File: config.mk
export PLATFORM = sky130hd
export DESIGN_NAME = boron_iter_core_flat
export DESIGN_NICKNAME = d
export VERILOG_FILES = /design/src/rtl/boron_iter_if.sv /design/src/rtl/boron_iter_core.sv /design/src/flat_wrapper.sv
export SDC_FILE = /design/constraint.sdc
export NUM_CORES = 1
export LEC_CHECK = 0
export BUFFER_PORTS_ARGS = -buffer_cell sky130_fd_sc_hd__clkbuf_2
export CAP_MARGIN = 20
export CORE_MARGIN = 10
export CORE_UTILIZATION = 51
export DETAILED_ROUTE_END_ITERATION = 12
export PLACE_DENSITY_LB_ADDON = 0.05
export SETUP_SLACK_MARGIN = 0.15
export SLEW_MARGIN = 30
export SYNTH_ARGS = -nofsm -noshare
export SYNTH_HDL_FRONTEND = slang
export SYNTH_SLANG_ARGS = --single-unit
File: constraint.sdc
create_clock -name clk -period 2.4 [get_ports clk]
set_input_delay 0.48 -clock clk [delete_from_list [all_inputs] [get_ports clk]]
set_output_delay 0.48 -clock clk [all_outputs]
set_load 0.01 [all_outputs]
File: src/rtl/boron_iter_if.sv
// Handshake bundle for boron_iter_core: block/key in, ciphertext out.
// master = upstream/downstream environment, slave = the core.
interface boron_iter_if #(
    parameter int unsigned KEY_W = 128
);
    logic             in_valid;
    logic             in_ready;
    logic [63:0]      plain_txt;
    logic [KEY_W-1:0] key_in;
    logic             out_valid;
    logic             out_ready;
    logic [63:0]      cipher_txt;

    modport master (
        output in_valid, plain_txt, key_in, out_ready,
        input  in_ready, out_valid, cipher_txt
    );

    modport slave (
        input  in_valid, plain_txt, key_in, out_ready,
        output in_ready, out_valid, cipher_txt
    );
endinterface

File: src/rtl/boron_iter_core.sv
// Iterative BORON block encryptor: one round per cycle, 80/128-bit key schedule,
// valid/ready on both sides, ciphertext held until the consumer takes it.
module boron_iter_core #(
    parameter int unsigned ROUNDS = 25,
    parameter int unsigned KEY_W  = 128
) (
    input  logic              clk,
    input  logic              reset,
    boron_iter_if.slave       bus,
    output logic              busy,
    output logic [4:0]        round_cnt
);

    localparam int unsigned BLK_W = 64;
    localparam int unsigned CNT_W = 5;

    if (!(KEY_W == 80 || KEY_W == 128)) begin : g_bad_key_w
        $error("boron_iter_core: KEY_W must be 80 or 128");
    end
    if (ROUNDS < 1 || ROUNDS > 31) begin : g_bad_rounds
        $error("boron_iter_core: ROUNDS must be in 1..31");
    end

    typedef enum logic [1:0] {
        IDLE = 2'd0,
        RUN  = 2'd1,
        DONE = 2'd2
    } state_e;

    // 4-bit BORON S-box
    function automatic logic [3:0] sbox4(input logic [3:0] x);
        logic [3:0] y;
        case (x)
            4'h0: y = 4'hE;  4'h1: y = 4'h4;  4'h2: y = 4'hB;  4'h3: y = 4'h1;
            4'h4: y = 4'h7;  4'h5: y = 4'h9;  4'h6: y = 4'hC;  4'h7: y = 4'hA;
            4'h8: y = 4'hD;  4'h9: y = 4'h2;  4'hA: y = 4'h0;  4'hB: y = 4'hF;
            4'hC: y = 4'h8;  4'hD: y = 4'h5;  4'hE: y = 4'h3;  default: y = 4'h6;
        endcase
        return y;
    endfunction

    function automatic logic [BLK_W-1:0] sub_layer(input logic [BLK_W-1:0] x);
        logic [BLK_W-1:0] y;
        for (int i = 0; i < 16; i++) begin
            y[4*i +: 4] = sbox4(x[4*i +: 4]);
        end
        return y;
    endfunction

    // Each 16-bit lane {n3,n2,n1,n0} becomes {n1,n0,n3,n2}
    function automatic logic [BLK_W-1:0] block_shuffle(input logic [BLK_W-1:0] x);
        logic [BLK_W-1:0] y;
        for (int l = 0; l < 4; l++) begin
            y[16*l +: 16] = {x[16*l +: 8], x[16*l+8 +: 8]};
        end
        return y;
    endfunction

    // Lane rotations: lane0 <<<1, lane1 <<<4, lane2 <<<7, lane3 <<<9
    function automatic logic [BLK_W-1:0] round_p(input logic [BLK_W-1:0] x);
        logic [15:0] w0, w1, w2, w3;
        w0 = x[15:0];
        w1 = x[31:16];
        w2 = x[47:32];
        w3 = x[63:48];
        return {{w3[6:0], w3[15:7]}, {w2[8:0], w2[15:9]},
                {w1[11:0], w1[15:12]}, {w0[14:0], w0[15]}};
    endfunction

    // Lane mixing; lane3 folds in the already-updated lane0
    function automatic logic [BLK_W-1:0] boron_xor(input logic [BLK_W-1:0] x);
        logic [15:0] y0, y1, y2, y3;
        y0 = x[15:0]  ^ x[31:16];
        y1 = x[31:16] ^ x[47:32];
        y2 = x[47:32] ^ x[63:48];
        y3 = x[63:48] ^ y0;
        return {y3, y2, y1, y0};
    endfunction

    function automatic logic [KEY_W-1:0] key_sched(input logic [KEY_W-1:0] k,
                                                   input logic [CNT_W-1:0] rc);
        logic [KEY_W-1:0] r;
        r = {k[KEY_W-14:0], k[KEY_W-1:KEY_W-13]};
        r[3:0] = sbox4(r[3:0]);
        if (KEY_W == 128) begin
            r[7:4] = sbox4(r[7:4]);
        end
        r[63:59] = r[63:59] ^ rc;
        return r;
    endfunction

    state_e             state_q, state_d;
    logic [BLK_W-1:0]   st_q, st_d;
    logic [KEY_W-1:0]   k_q, k_d;
    logic [CNT_W-1:0]   round_cnt_q, round_cnt_d;
    logic [BLK_W-1:0]   cipher_q, cipher_d;
    logic               in_ready_q, in_ready_d;
    logic               out_valid_q, out_valid_d;
    logic               busy_q, busy_d;
    logic [BLK_W-1:0]   round_out;
    logic [KEY_W-1:0]   k_next;

    // Next-state, datapath and registered-output decode
    always_comb begin
        state_d     = state_q;
        st_d        = st_q;
        k_d         = k_q;
        round_cnt_d = round_cnt_q;
        cipher_d    = cipher_q;

        round_out = boron_xor(round_p(block_shuffle(sub_layer(st_q ^ k_q[BLK_W-1:0]))));
        k_next    = key_sched(k_q, round_cnt_q);

        case (state_q)
            IDLE: begin
                if (bus.in_valid) begin
                    st_d        = bus.plain_txt;
                    k_d         = bus.key_in;
                    round_cnt_d = CNT_W'(1);
                    state_d     = RUN;
                end
            end
            RUN: begin
                st_d        = round_out;
                k_d         = k_next;
                round_cnt_d = round_cnt_q + CNT_W'(1);
                // Final round: whiten with the post-schedule key
                if (round_cnt_q == CNT_W'(ROUNDS)) begin
                    cipher_d    = round_out ^ k_next[BLK_W-1:0];
                    round_cnt_d = '0;
                    state_d     = DONE;
                end
            end
            DONE: begin
                if (bus.out_ready) begin
                    state_d = IDLE;
                end
            end
            default: state_d = IDLE;
        endcase

        in_ready_d  = (state_d == IDLE);
        out_valid_d = (state_d == DONE);
        busy_d      = (state_d == RUN);
    end

    always_ff @(posedge clk) begin
        if (reset) begin
            state_q     <= IDLE;
            st_q        <= '0;
            k_q         <= '0;
            round_cnt_q <= '0;
            cipher_q    <= '0;
            in_ready_q  <= 1'b1;
            out_valid_q <= 1'b0;
            busy_q      <= 1'b0;
        end else begin
            state_q     <= state_d;
            st_q        <= st_d;
            k_q         <= k_d;
            round_cnt_q <= round_cnt_d;
            cipher_q    <= cipher_d;
            in_ready_q  <= in_ready_d;
            out_valid_q <= out_valid_d;
            busy_q      <= busy_d;
        end
    end

    assign bus.in_ready   = in_ready_q;
    assign bus.out_valid  = out_valid_q;
    assign bus.cipher_txt = cipher_q;
    assign busy           = busy_q;
    assign round_cnt      = round_cnt_q;

endmodule

File: src/flat_wrapper.sv
// flat-port wrapper written by rule: the top's interface ports become plain ports
module boron_iter_core_flat 
#(
    parameter int unsigned ROUNDS = 25,
    parameter int unsigned KEY_W  = 128
)
  (clk, reset, busy, round_cnt, bus_in_valid, bus_plain_txt, bus_key_in, bus_out_ready, bus_in_ready, bus_out_valid, bus_cipher_txt);
  boron_iter_if #(.KEY_W(KEY_W)) bus_i ();
  input  logic clk;
  input  logic reset;
  output logic busy;
  output logic [4:0] round_cnt;
  input wire logic [$bits(bus_i.in_valid)-1:0] bus_in_valid;
  input wire logic [$bits(bus_i.plain_txt)-1:0] bus_plain_txt;
  input wire logic [$bits(bus_i.key_in)-1:0] bus_key_in;
  input wire logic [$bits(bus_i.out_ready)-1:0] bus_out_ready;
  output wire logic [$bits(bus_i.in_ready)-1:0] bus_in_ready;
  output wire logic [$bits(bus_i.out_valid)-1:0] bus_out_valid;
  output wire logic [$bits(bus_i.cipher_txt)-1:0] bus_cipher_txt;
  assign bus_i.in_valid = bus_in_valid;
  assign bus_i.plain_txt = bus_plain_txt;
  assign bus_i.key_in = bus_key_in;
  assign bus_i.out_ready = bus_out_ready;
  assign bus_in_ready = bus_i.in_ready;
  assign bus_out_valid = bus_i.out_valid;
  assign bus_cipher_txt = bus_i.cipher_txt;
  boron_iter_core #(.ROUNDS(ROUNDS), .KEY_W(KEY_W)) u_core (.clk(clk), .reset(reset), .bus(bus_i), .busy(busy), .round_cnt(round_cnt));
endmodule
==> out/qor.csv <==
stage;metric;value;unit
global_routing;vias in the first global route;14300;
drt;DRC;0;
worst_setup_path;worst path cell trace;xnor2_2 -> ha_4 -> buf_6 -> mux2i_2 -> mux2i_2 -> xnor3_2 -> xnor2_2 -> buf_4 -> nand2_2 -> a21oi_2;
worst_hold_path;Worst Hold Endpoint;u_core.k_q[4]$_SDFFE_PP0N_;
finish;layout cells sized above 1;37.4;%
synth;most frequent cell after synthesis;dfxtp_1;
synth;Synth area leader;dfxtp_1;
power_and_ir_drop;Internal;17800;uW
synth;most frequent cells after synthesis;274 x dfxtp_1, 173 x nor2_1, 171 x xnor2_1, 129 x inv_1, 118 x clkbuf_1;
power_and_ir_drop;sequential share of power;19.2;%
floorplan;Die X-Extent;191;um
cts;clock latency reported for the late side of the worst-skew pair;0.58;ns
cts;CTS tree;yes;
synth;Avg Inst Size Synth;8.78;um^2
sta;min cycle time layout;2.34;ns
placement;Final GP Congestion;0.942;
floorplan;die height;191;um
sta;final hold violation count;0;
power_and_ir_drop;Pleak;0.00864;uW
finish;count of non-filler cells in the finished layout;2506;
power_and_ir_drop;Net Sw Power;11600;uW
synth;Yosys cell types;60;
synth;gate count after technology mapping;1702;
worst_setup_path;flop2flop setup slack;0.06;ns
power_and_ir_drop;Comb pwr share;63.1;%
synth;share of the synthesized area in the top cell type;36.7;%
cts;CTS clock-pin slew for the worst setup and hold paths;0.06;ns
finish;Syn-to-layout area delta;38.4;%
drt;initial DRC count;1375;
run;max cap viols;0;
synth;EDFF count, synth;0;
floorplan;die area;36500;um^2
sta;maximum clock rate;427;MHz
synth;Synth area leaders;dfxtp_1 37%, xnor2_1 10%, a221oi_1 6.6%, o22ai_1 4.6%, nor2_1 4.3%;
drt;drt first pass iters;6;
worst_setup_path;WP data required;2.90;ns
sta;Final period util;97.5;%
drt;DR vias/cell;5.91;
worst_hold_path;worst hold stages;3;
drt;routed via count;14800;
synth;Synth Flop Type;dfxtp_1;
worst_hold_path;Worst Hold Launch;bus_key_in[4];
sta;Slew HR;45.4;%
worst_setup_path;Worst path max stage delay;0.44;ns
drt;wire per inst;23.3;um
status;status;complete, no violations;
power_and_ir_drop;Cell Pwr Density;1420;nW/um^2
cts;CTS root buffer;clkbuf_16;
power_and_ir_drop;Clk pwr share;17.8;%
global_routing;initial antenna violation count;4;
power_and_ir_drop;Worst VDD drop;0.000744;V
placement;port buffer count;267;
global_routing;gr usage total;30.1;%
drt;drt total wl;58400;um
worst_hold_path;min-delay worst type;input pin to register;
global_routing;first-pass GRT wire length;85900;um
synth;Seq cells post-synth;274;
placement;hpwl dp;41700;um
sta;worst slew pin tran;0.819;ns
floorplan;Initial Util;51.9;%
synth;ys async rst share;0;%
worst_setup_path;CP Launch Type;register;
worst_setup_path;Critical Path End Type;register;
sta;Max Clock Skew;0.0197;ns
cts;clock sink count;274;
worst_setup_path;RR Startpoint;u_core.st_q[28]$_SDFFE_PP0N_;
synth;register area share after synthesis;36.7;%
cts;total CTS buffers;31;
worst_setup_path;Critical R2R Capture;u_core.bus.cipher_txt[57]$_SDFFE_PP0P_;
cts;CTS H-tree depth;1;
finish;Final #Nets;2326;
worst_setup_path;Critical path origin;u_core.st_q[28]$_SDFFE_PP0N_;
synth;post-synthesis net count;1931;
worst_setup_path;arrival time worst endpoint;2.84;ns
power_and_ir_drop;total design power;29400;uW
cts;Clock Tree Buf Depth;3;
floorplan;I/O pin count;268;
synth;yosys warns;0;
sta;final setup violation count;0;
drt;Final ANT Viol Nets;0;
worst_setup_path;Critical Path Fanout Max;3;
synth;Netlist Area Pre-Place;14900;um^2
placement;placed cells;2420;
floorplan;placement row count;62;
global_routing;largest net degree at the start of global routing;159;
worst_setup_path;r2r worst-path depth;10;
sta;unrepaired setup endpoints after global routing;yes;
global_routing;gr ovfl total;0;
sta;Final Max Slew Viols;0;
worst_setup_path;critical path type;register to register;
worst_setup_path;critical path's slowest cell;xnor3_2;
power_and_ir_drop;Switching Share;39.6;%
floorplan;core box area;28800;um^2
critical path, delay by kind of cell, from the launching register on:
family | cells | cell delay (ns)
XOR/XNOR | 3 | 0.89
flip-flops | 1 | 0.34
multiplexers | 2 | 0.30
buffers and inverters | 2 | 0.28
adder cells (fa/ha/maj) | 1 | 0.26
AO/OA/AOI/OAI | 1 | 0.13
AND/OR/NAND/NOR | 1 | 0.06
power by group through the flow:
stage               clock network [uW]  logic [uW]  registers, uW
floorplan                            0        8460           5480
global placement                     0       14200           5580
detailed placement                   0       14300           5590
CTS                               5270       16200           5540
global route                      5460       19300           5680
finish                            5230       18600           5640
final cells by class:
cell class | count | area (um^2)
tap | 384 | 480
fill | 2269 | 8090
antenna | 2 | 5.00
sequential | 274 | 5550
inverter | 129 | 487
clock buffer | 44 | 905
clock inverter | 12 | 216
multi-input combinational | 1163 | 9800
timing repair buffer | 498 | 3250
timing repair:
| action | in CTS | in global routing |
|---|---|---|
| pin swaps | 43 | 72 |
| buffers inserted | 13 | 15 |
| cloned | 0 | 0 |
| gates resized for setup | 97 | 151 |
| hold buffers | 0 | 0 |
| setup endpoints to repair | 47 | 97 |
placed cells by master, fill, tap and decap left out, drive strengths merged, types with 2 or more instances in the layout:
master | Yosys | layout
nor2b | 4 | 4
o22ai | 111 | 111
o31ai | 3 | 3
a211oi | 80 | 80
a21oi | 38 | 38
xnor3 | 9 | 9
a222oi | 3 | 3
nor2 | 173 | 173
o21ai | 45 | 45
a22oi | 4 | 4
mux2 | 7 | 7
a2111oi | 5 | 5
nand3 | 5 | 5
a311oi | 13 | 13
clkinv | 0 | 6
mux4 | 12 | 12
o211ai | 8 | 8
a22o | 8 | 8
nand2 | 110 | 110
xnor2 | 182 | 182
a41oi | 2 | 2
buf | 17 | 231
mux2i | 57 | 57
nor4 | 21 | 21
xor2 | 47 | 47
clkbuf | 119 | 311
o21bai | 2 | 2
inv | 129 | 128
a221oi | 113 | 113
o21a | 2 | 2
and2 | 6 | 6
bufinv | 0 | 6
diode | 0 | 2
or2 | 4 | 4
dfxtp | 274 | 274
ha | 33 | 33
nor3 | 43 | 43
sequential cells by signal, indices dropped and copies added, names as in the netlist:
signal	flops
u_core.k_q	128
u_core.bus.cipher_txt	64
u_core.st_q	64
u_core.k_next	8
u_core.round_cnt	5
u_core.state_q	2
u_core.bus.in_ready	1
u_core.bus.out_valid	1
u_core.busy	1
stage by stage:
step | hold WS [ns] | util, % | cell area [um^2] | setup TNS (ns) | setup slack (ns)
after global routing | 0.142 | 71.9 | 20700 | 0 | 0.00232
final | 0.145 | 71.9 | 20700 | 0 | 0.0591
after CTS | 0.128 | 68.4 | 19700 | 0 | 0.0756
after floorplan | 0.446 | - | 15000 | 0 | 0.142
after detailed placement | 0.446 | 62.4 | 18000 | -0.0662 | -0.0659
after global placement | 0.440 | 62.4 | 18000 | -0.0201 | -0.0201
how the worst max path moves through the flow:
stage	slack (ns)	depth (start not counted)	end
finish	0.06	10	u_core.bus.cipher_txt[57]$_SDFFE_PP0P_
global route	0.002	10	u_core.bus.cipher_txt[57]$_SDFFE_PP0P_
CTS	0.08	10	u_core.bus.cipher_txt[57]$_SDFFE_PP0P_
detailed placement	-0.07	8	u_core.st_q[51]$_SDFFE_PP0N_
global placement	-0.02	8	u_core.st_q[51]$_SDFFE_PP0N_
floorplan	0.14	9	u_core.bus.cipher_txt[60]$_SDFFE_PP0P_
kinds of logic after synthesis:
kind of cell,count (synthesis),synth area share [%]
xor gates and xnor gates,239,15.7
muxes,76,6.20
AOI/OAI and AO/OA,442,21.3
DFF,274,36.7
adders and majority gates,33,2.76
and+or+nand+nor,373,10.6
buffers and inverters,265,6.72
layer usage:
| layer | GRT usage [%] | part of all wire [%] | vias to the layer above |
|---|---|---|---|
| met5 | 0 | 0 | - |
| met4 | 9.89 | 3.5 | 0 |
| met3 | 6.74 | 9.1 | 109 |
| met2 | 48.7 | 46 | 708 |
| met1 | 39.0 | 41 | 7140 |
| li1 | - | - | 6861 |
(Power assumes the default switching activity.)
